### src/rtl/led_fader.sv
// rtl/led_fader.sv - command-driven RGB fade/hold sequencer feeding the pwm bright inputs
// Optional registered gamma output stage enabled by defining LED_FADER_GAMMA_EN.
module led_fader #(
  parameter int unsigned STEP_DIV = 187500
) (
  input  logic        clk,
  input  logic        reset,
  input  logic        cmd_valid,
  output logic        cmd_ready,
  input  logic [23:0] cmd_rgb,
  input  logic [7:0]  cmd_hold,
  input  logic        abort,
  output logic [7:0]  bright_r,
  output logic [7:0]  bright_g,
  output logic [7:0]  bright_b,
  output logic        busy,
  output logic        done
);

  localparam logic [23:0] DIV_LAST = 24'(STEP_DIV - 1);

  typedef enum logic [1:0] {
    IDLE = 2'd0,
    FADE = 2'd1,
    HOLD = 2'd2
  } state_t;

  state_t      state, state_nxt;
  logic [7:0]  lvl_r, lvl_g, lvl_b;
  logic [7:0]  lvl_r_nxt, lvl_g_nxt, lvl_b_nxt;
  logic [7:0]  tgt_r, tgt_g, tgt_b;
  logic [7:0]  tgt_r_nxt, tgt_g_nxt, tgt_b_nxt;
  logic [7:0]  hold_cnt, hold_cnt_nxt;
  logic [23:0] presc, presc_nxt;
  logic        done_nxt;
  logic        tick;
  logic        at_target;
  logic        accept;

  // Saturation is implicit: a level only moves toward a target that is itself in range.
  function automatic logic [7:0] step_toward(input logic [7:0] lvl, input logic [7:0] tgt);
    if (lvl < tgt)      return lvl + 8'd1;
    else if (lvl > tgt) return lvl - 8'd1;
    else                return lvl;
  endfunction

  assign cmd_ready = (state == IDLE);
  assign busy      = (state != IDLE);
  assign accept    = cmd_valid && cmd_ready;
  assign tick      = (state != IDLE) && (presc == DIV_LAST);
  assign at_target = (lvl_r == tgt_r) && (lvl_g == tgt_g) && (lvl_b == tgt_b);

  always_comb begin
    state_nxt    = state;
    lvl_r_nxt    = lvl_r;
    lvl_g_nxt    = lvl_g;
    lvl_b_nxt    = lvl_b;
    tgt_r_nxt    = tgt_r;
    tgt_g_nxt    = tgt_g;
    tgt_b_nxt    = tgt_b;
    hold_cnt_nxt = hold_cnt;
    done_nxt     = 1'b0;
    // Prescaler freezes in IDLE so an abort does not disturb it; acceptance restarts it.
    if (state == IDLE) presc_nxt = presc;
    else if (tick)     presc_nxt = 24'd0;
    else               presc_nxt = presc + 24'd1;

    case (state)
      IDLE: begin
        if (accept) begin
          tgt_r_nxt    = cmd_rgb[23:16];
          tgt_g_nxt    = cmd_rgb[15:8];
          tgt_b_nxt    = cmd_rgb[7:0];
          hold_cnt_nxt = cmd_hold;
          presc_nxt    = 24'd0;
          state_nxt    = FADE;
        end
      end
      FADE: begin
        if (abort) begin
          state_nxt = IDLE;
          done_nxt  = 1'b1;
        end else if (at_target) begin
          state_nxt = HOLD;
          presc_nxt = 24'd0;
        end else if (tick) begin
          lvl_r_nxt = step_toward(lvl_r, tgt_r);
          lvl_g_nxt = step_toward(lvl_g, tgt_g);
          lvl_b_nxt = step_toward(lvl_b, tgt_b);
        end
      end
      HOLD: begin
        if (abort || (hold_cnt == 8'd0)) begin
          state_nxt = IDLE;
          done_nxt  = 1'b1;
        end else if (tick) begin
          hold_cnt_nxt = hold_cnt - 8'd1;
        end
      end
      default: begin
        state_nxt = IDLE;
      end
    endcase
  end

  always_ff @(posedge clk or posedge reset) begin
    if (reset) begin
      state    <= IDLE;
      lvl_r    <= 8'd0;
      lvl_g    <= 8'd0;
      lvl_b    <= 8'd0;
      tgt_r    <= 8'd0;
      tgt_g    <= 8'd0;
      tgt_b    <= 8'd0;
      hold_cnt <= 8'd0;
      presc    <= 24'd0;
      done     <= 1'b0;
    end else begin
      state    <= state_nxt;
      lvl_r    <= lvl_r_nxt;
      lvl_g    <= lvl_g_nxt;
      lvl_b    <= lvl_b_nxt;
      tgt_r    <= tgt_r_nxt;
      tgt_g    <= tgt_g_nxt;
      tgt_b    <= tgt_b_nxt;
      hold_cnt <= hold_cnt_nxt;
      presc    <= presc_nxt;
      done     <= done_nxt;
    end
  end

`ifdef LED_FADER_GAMMA_EN
  // Rounded-up square law: keeps 1 -> 1 so the dimmest step is still visible.
  function automatic logic [7:0] gamma8(input logic [7:0] lvl);
    logic [15:0] sq;
    sq = 16'(lvl) * 16'(lvl);
    sq = sq + 16'd255;
    return sq[15:8];
  endfunction

  always_ff @(posedge clk or posedge reset) begin
    if (reset) begin
      bright_r <= 8'd0;
      bright_g <= 8'd0;
      bright_b <= 8'd0;
    end else begin
      bright_r <= gamma8(lvl_r);
      bright_g <= gamma8(lvl_g);
      bright_b <= gamma8(lvl_b);
    end
  end
`else
  assign bright_r = lvl_r;
  assign bright_g = lvl_g;
  assign bright_b = lvl_b;
`endif

endmodule

### config.mk
export PLATFORM = sky130hd
export DESIGN_NAME = led_fader
export DESIGN_NICKNAME = d
export VERILOG_FILES = /design/src/rtl/led_fader.sv
export SDC_FILE = /design/constraint.sdc
export NUM_CORES = 1
export LEC_CHECK = 0
export ABC_AREA = 0
export CAP_MARGIN = 15
export CORE_AREA = 2 2 124 126
export DETAILED_ROUTE_END_ITERATION = 16
export DIE_AREA = 0 0 126 128
export GPL_ROUTABILITY_DRIVEN = 0
export GPL_TIMING_DRIVEN = 0
export SLEW_MARGIN = 20
export SYNTH_ARGS = -nofsm -noshare
export SYNTH_HDL_FRONTEND = slang
export SYNTH_SLANG_ARGS = --single-unit
### constraint.sdc
create_clock -name clk -period 3.65 [get_ports clk]
set_input_delay 1.095 -clock clk [delete_from_list [all_inputs] [get_ports clk]]
set_output_delay 1.095 -clock clk [all_outputs]
set_load 0.02 [all_outputs]
==> flow_metrics.tcl <==
set metrics [dict create \
    rr_worst_depth 12 \
    synth_common_cells "dfrtp_1, nor2_1, ha_1" \
    dp_hpwl_um 8070 \
    use_met1 0.188 \
    cts_root_buf "clkbuf_16" \
    worst_slack_ns 0.362 \
    outcome "complete, no violations" \
    clock_latency_ns 0.34 \
    synth_top_area_cell "dfrtp_1" \
    dpl-instance-area_um2 5980 \
    first_pass_iters 4 \
    clock_path_buffers 2 \
    synth_xor_area_frac 0.0738 \
    diodes 0 \
    drv_cap 0 \
    place_ws_ns 0.359 \
    syn_avg_cell_area_um2 10.3 \
    fin_crit_sh 0.901 \
    power_leakage_uw 0.00300 \
    criticalPathCategory "reg -> reg" \
    critical_path.top_delay_family "compound AO/OA/AOI/OAI gates" \
    ant_nets 0 \
    portBuffers 62 \
    powerDensity_nw_per_um2 507 \
    ctsResizeCount 0 \
    gr-usage-met2 0.243 \
    min_path_type "reg -> reg" \
    hold_depth 1 \
    cts_tree "built" \
    synth_edf_count 0 \
    ctsHoldBuffers 0 \
    end_kind "register" \
    min_from "tgt_b[3]" \
    rsz0062_at_grt "false" \
    path_cells "ha_1 -> nor2b_1 -> o211a_1 -> o21ba_2 -> or2_2 -> ha_1 -> a21oi_1 -> o211ai_1 -> o41ai_1 -> o21ai_0 -> a21oi_1 -> xor2_1" \
    fin_area_um2 6320 \
    tightest_slew_ns 0.735 \
    die_area_um2 16100 \
    synthMuxAreaShare 0.0969 \
    grt_max_degree 49 \
    yosysWarnings 0 \
    wirelength_um 10800 \
    grt_pass1_wl_um 19100 \
    ys_ff_latch 83 \
    fin_crit_ns 3.29 \
    netlist_area_um2 5100 \
    gr-max-usage-layer "met2" \
    rows 45 \
    cp_num_buf_inv 0 \
    drcViolationCount 0 \
    start_util 0.343 \
    grtUsageMet3 0.0292 \
    grt_antenna_before_repair 0 \
    htree_levels 3 \
    r2r-end "bright_g[7]" \
    worstPathMaxFanout 7 \
    finalSetupViolCount 0 \
    io_pins 63 \
    synth_top_family_by_area "simple AND/OR/NAND/NOR gates" \
    critPathMaxStageDelay_ns 0.44 \
    fin_cells 763 \
    track_usage 0.144 \
    fp.coreArea_um2 14900 \
    irDropWorstVdd_mv 0.238 \
    min_to "tgt_b[3]" \
    ff2ff_setup_slack_ns 0.36 \
    drive_gt1_frac 0.151 \
    clock-sinks 83 \
    cp.arrival_ns 3.55 \
    finalClockSkew_ns 0.00654 \
    syn_inst 496 \
    slew_violations 0 \
    gr-total-overflow 0 \
    max_clock_freq_mhz 304 \
    regToRegStartpoint "bright_g[1]" \
    dp_cells 747 \
    dieHeight_um 128 \
    yosysSeqAreaShare 0.407 \
    synthAdderAreaFrac 0.129 \
    final_core_util 0.425 \
    synth_nets 583 \
    vias 3770 \
    clkTransAtPathRegs_ns 0.06 \
    area_growth_pct 23.9 \
    synth_top_area_frac 0.407 \
    routedWlPerCell_um 14.2 \
    nets 657 \
    synthArstFlopShare 1.00 \
    crit_required_ns 3.91 \
    ys_types 50 \
    synth-simple-area-share 0.156 \
    drt_iter0_drc 128 \
    viasPerCell 4.94 \
    hold_violations 0 \
    postCtsSetupBuffers 0 \
    synth_ff_type "dfrtp_1" \
    cts_inserted_buffers 9 \
    synth-compound-area-share 0.0961 \
    timing.slew.headroom 0.510 \
    synth.most_common_cell "dfrtp_1" \
    slowest_stage "dfrtp_1" \
    ys_top_cells_by_area "dfrtp_1, ha_1, mux2_2" \
    critPathLaunchType "register" \
    grt_pass1_vias 4017 \
    die-width_um 126 \
]
==> through the flow <==
step	hold WS, ns	total power, uW	TNS, ns
detailed placement	0.493	2210	0
floorplan	0.471	1920	0
CTS	0.507	3240	0
finish	0.504	3200	0
global route	0.520	3440	0
global placement	0.489	2160	-86.03
==> routing by layer <==
layer  share of wire  routed length [um]
met5               0                   0
met4           0.012                 128
met3           0.038                 415
met2            0.48                5230
met1            0.47                5060
==> state kept, by name, summed over array words and instances, names as in the netlist <==
| name | cells |
|---|---|
| presc | 24 |
| bright_b | 8 |
| bright_g | 8 |
| bright_r | 8 |
| hold_cnt | 8 |
| tgt_b | 8 |
| tgt_g | 8 |
| tgt_r | 8 |
| state | 2 |
| done | 1 |
==> layout make-up <==
| class | instances | area (um^2) |
|---|---|---|
| fill | 1468 | 8540 |
| clock inverter | 3 | 68.8 |
| buffer | 8 | 48.8 |
| multi-input combinational | 363 | 2820 |
| sequential | 83 | 2080 |
| inverter | 42 | 160 |
| timing repair buffer | 63 | 641 |
| clock buffer | 13 | 270 |
| tap | 188 | 235 |
==> cell usage in the layout, fill, tap and decap left out, drive strengths merged, types with 3 or more instances in the layout <==
cell and instances:
clkbuf 16, dfrtp 83, nor2b 4, a211oi 4, buf 6, ha 48
or3 4, a21o 6, or2 6, o21ba 3, o41ai 3, and3 5
nand2b 3, fa 3, nor3 8, inv 42, o21bai 6, clkdlybuf4s50 62
xnor2 19, o31ai 3, o211ai 5, nand4 10, nor2 50, nor4 6
o21ai 10, a21oi 25, xor2 24, mux2 43, nand2 28, nand3 18
==> report_power, final <==
part           switching, uW  internal, uW
combinational            480           434
clock                    362           657
sequential               143          1130
==> worst max path at each step <==
stage / startpoint / to / slack [ns] / cells after the start
5_1_grt: bright_r[1] / bright_r[7] / 0.09 / 12
3_3_place_gp: reset / bright_b[3] / -1.04 / 2
6_report: bright_g[1] / bright_g[7] / 0.36 / 12
3_5_place_dp: bright_g[1] / bright_g[7] / 0.36 / 12
2_1_floorplan: reset / bright_b[0] / 0.42 / 1
4_1_cts: bright_r[1] / bright_r[7] / 0.33 / 12
==> cell families (layout without fill, tap and decap cells) <==
| group | count (synthesis) | in the layout |
|---|---|---|
| XOR/XNOR | 43 | 43 |
| buffers and inverters | 50 | 129 |
| adder cells (fa/ha/maj) | 51 | 51 |
| flip-flops | 83 | 83 |
| AND/OR/NAND/NOR | 151 | 151 |
| AO/OA/AOI/OAI | 74 | 74 |
| multiplexers | 44 | 44 |
Note: power is estimated with default switching activity, not from simulation.
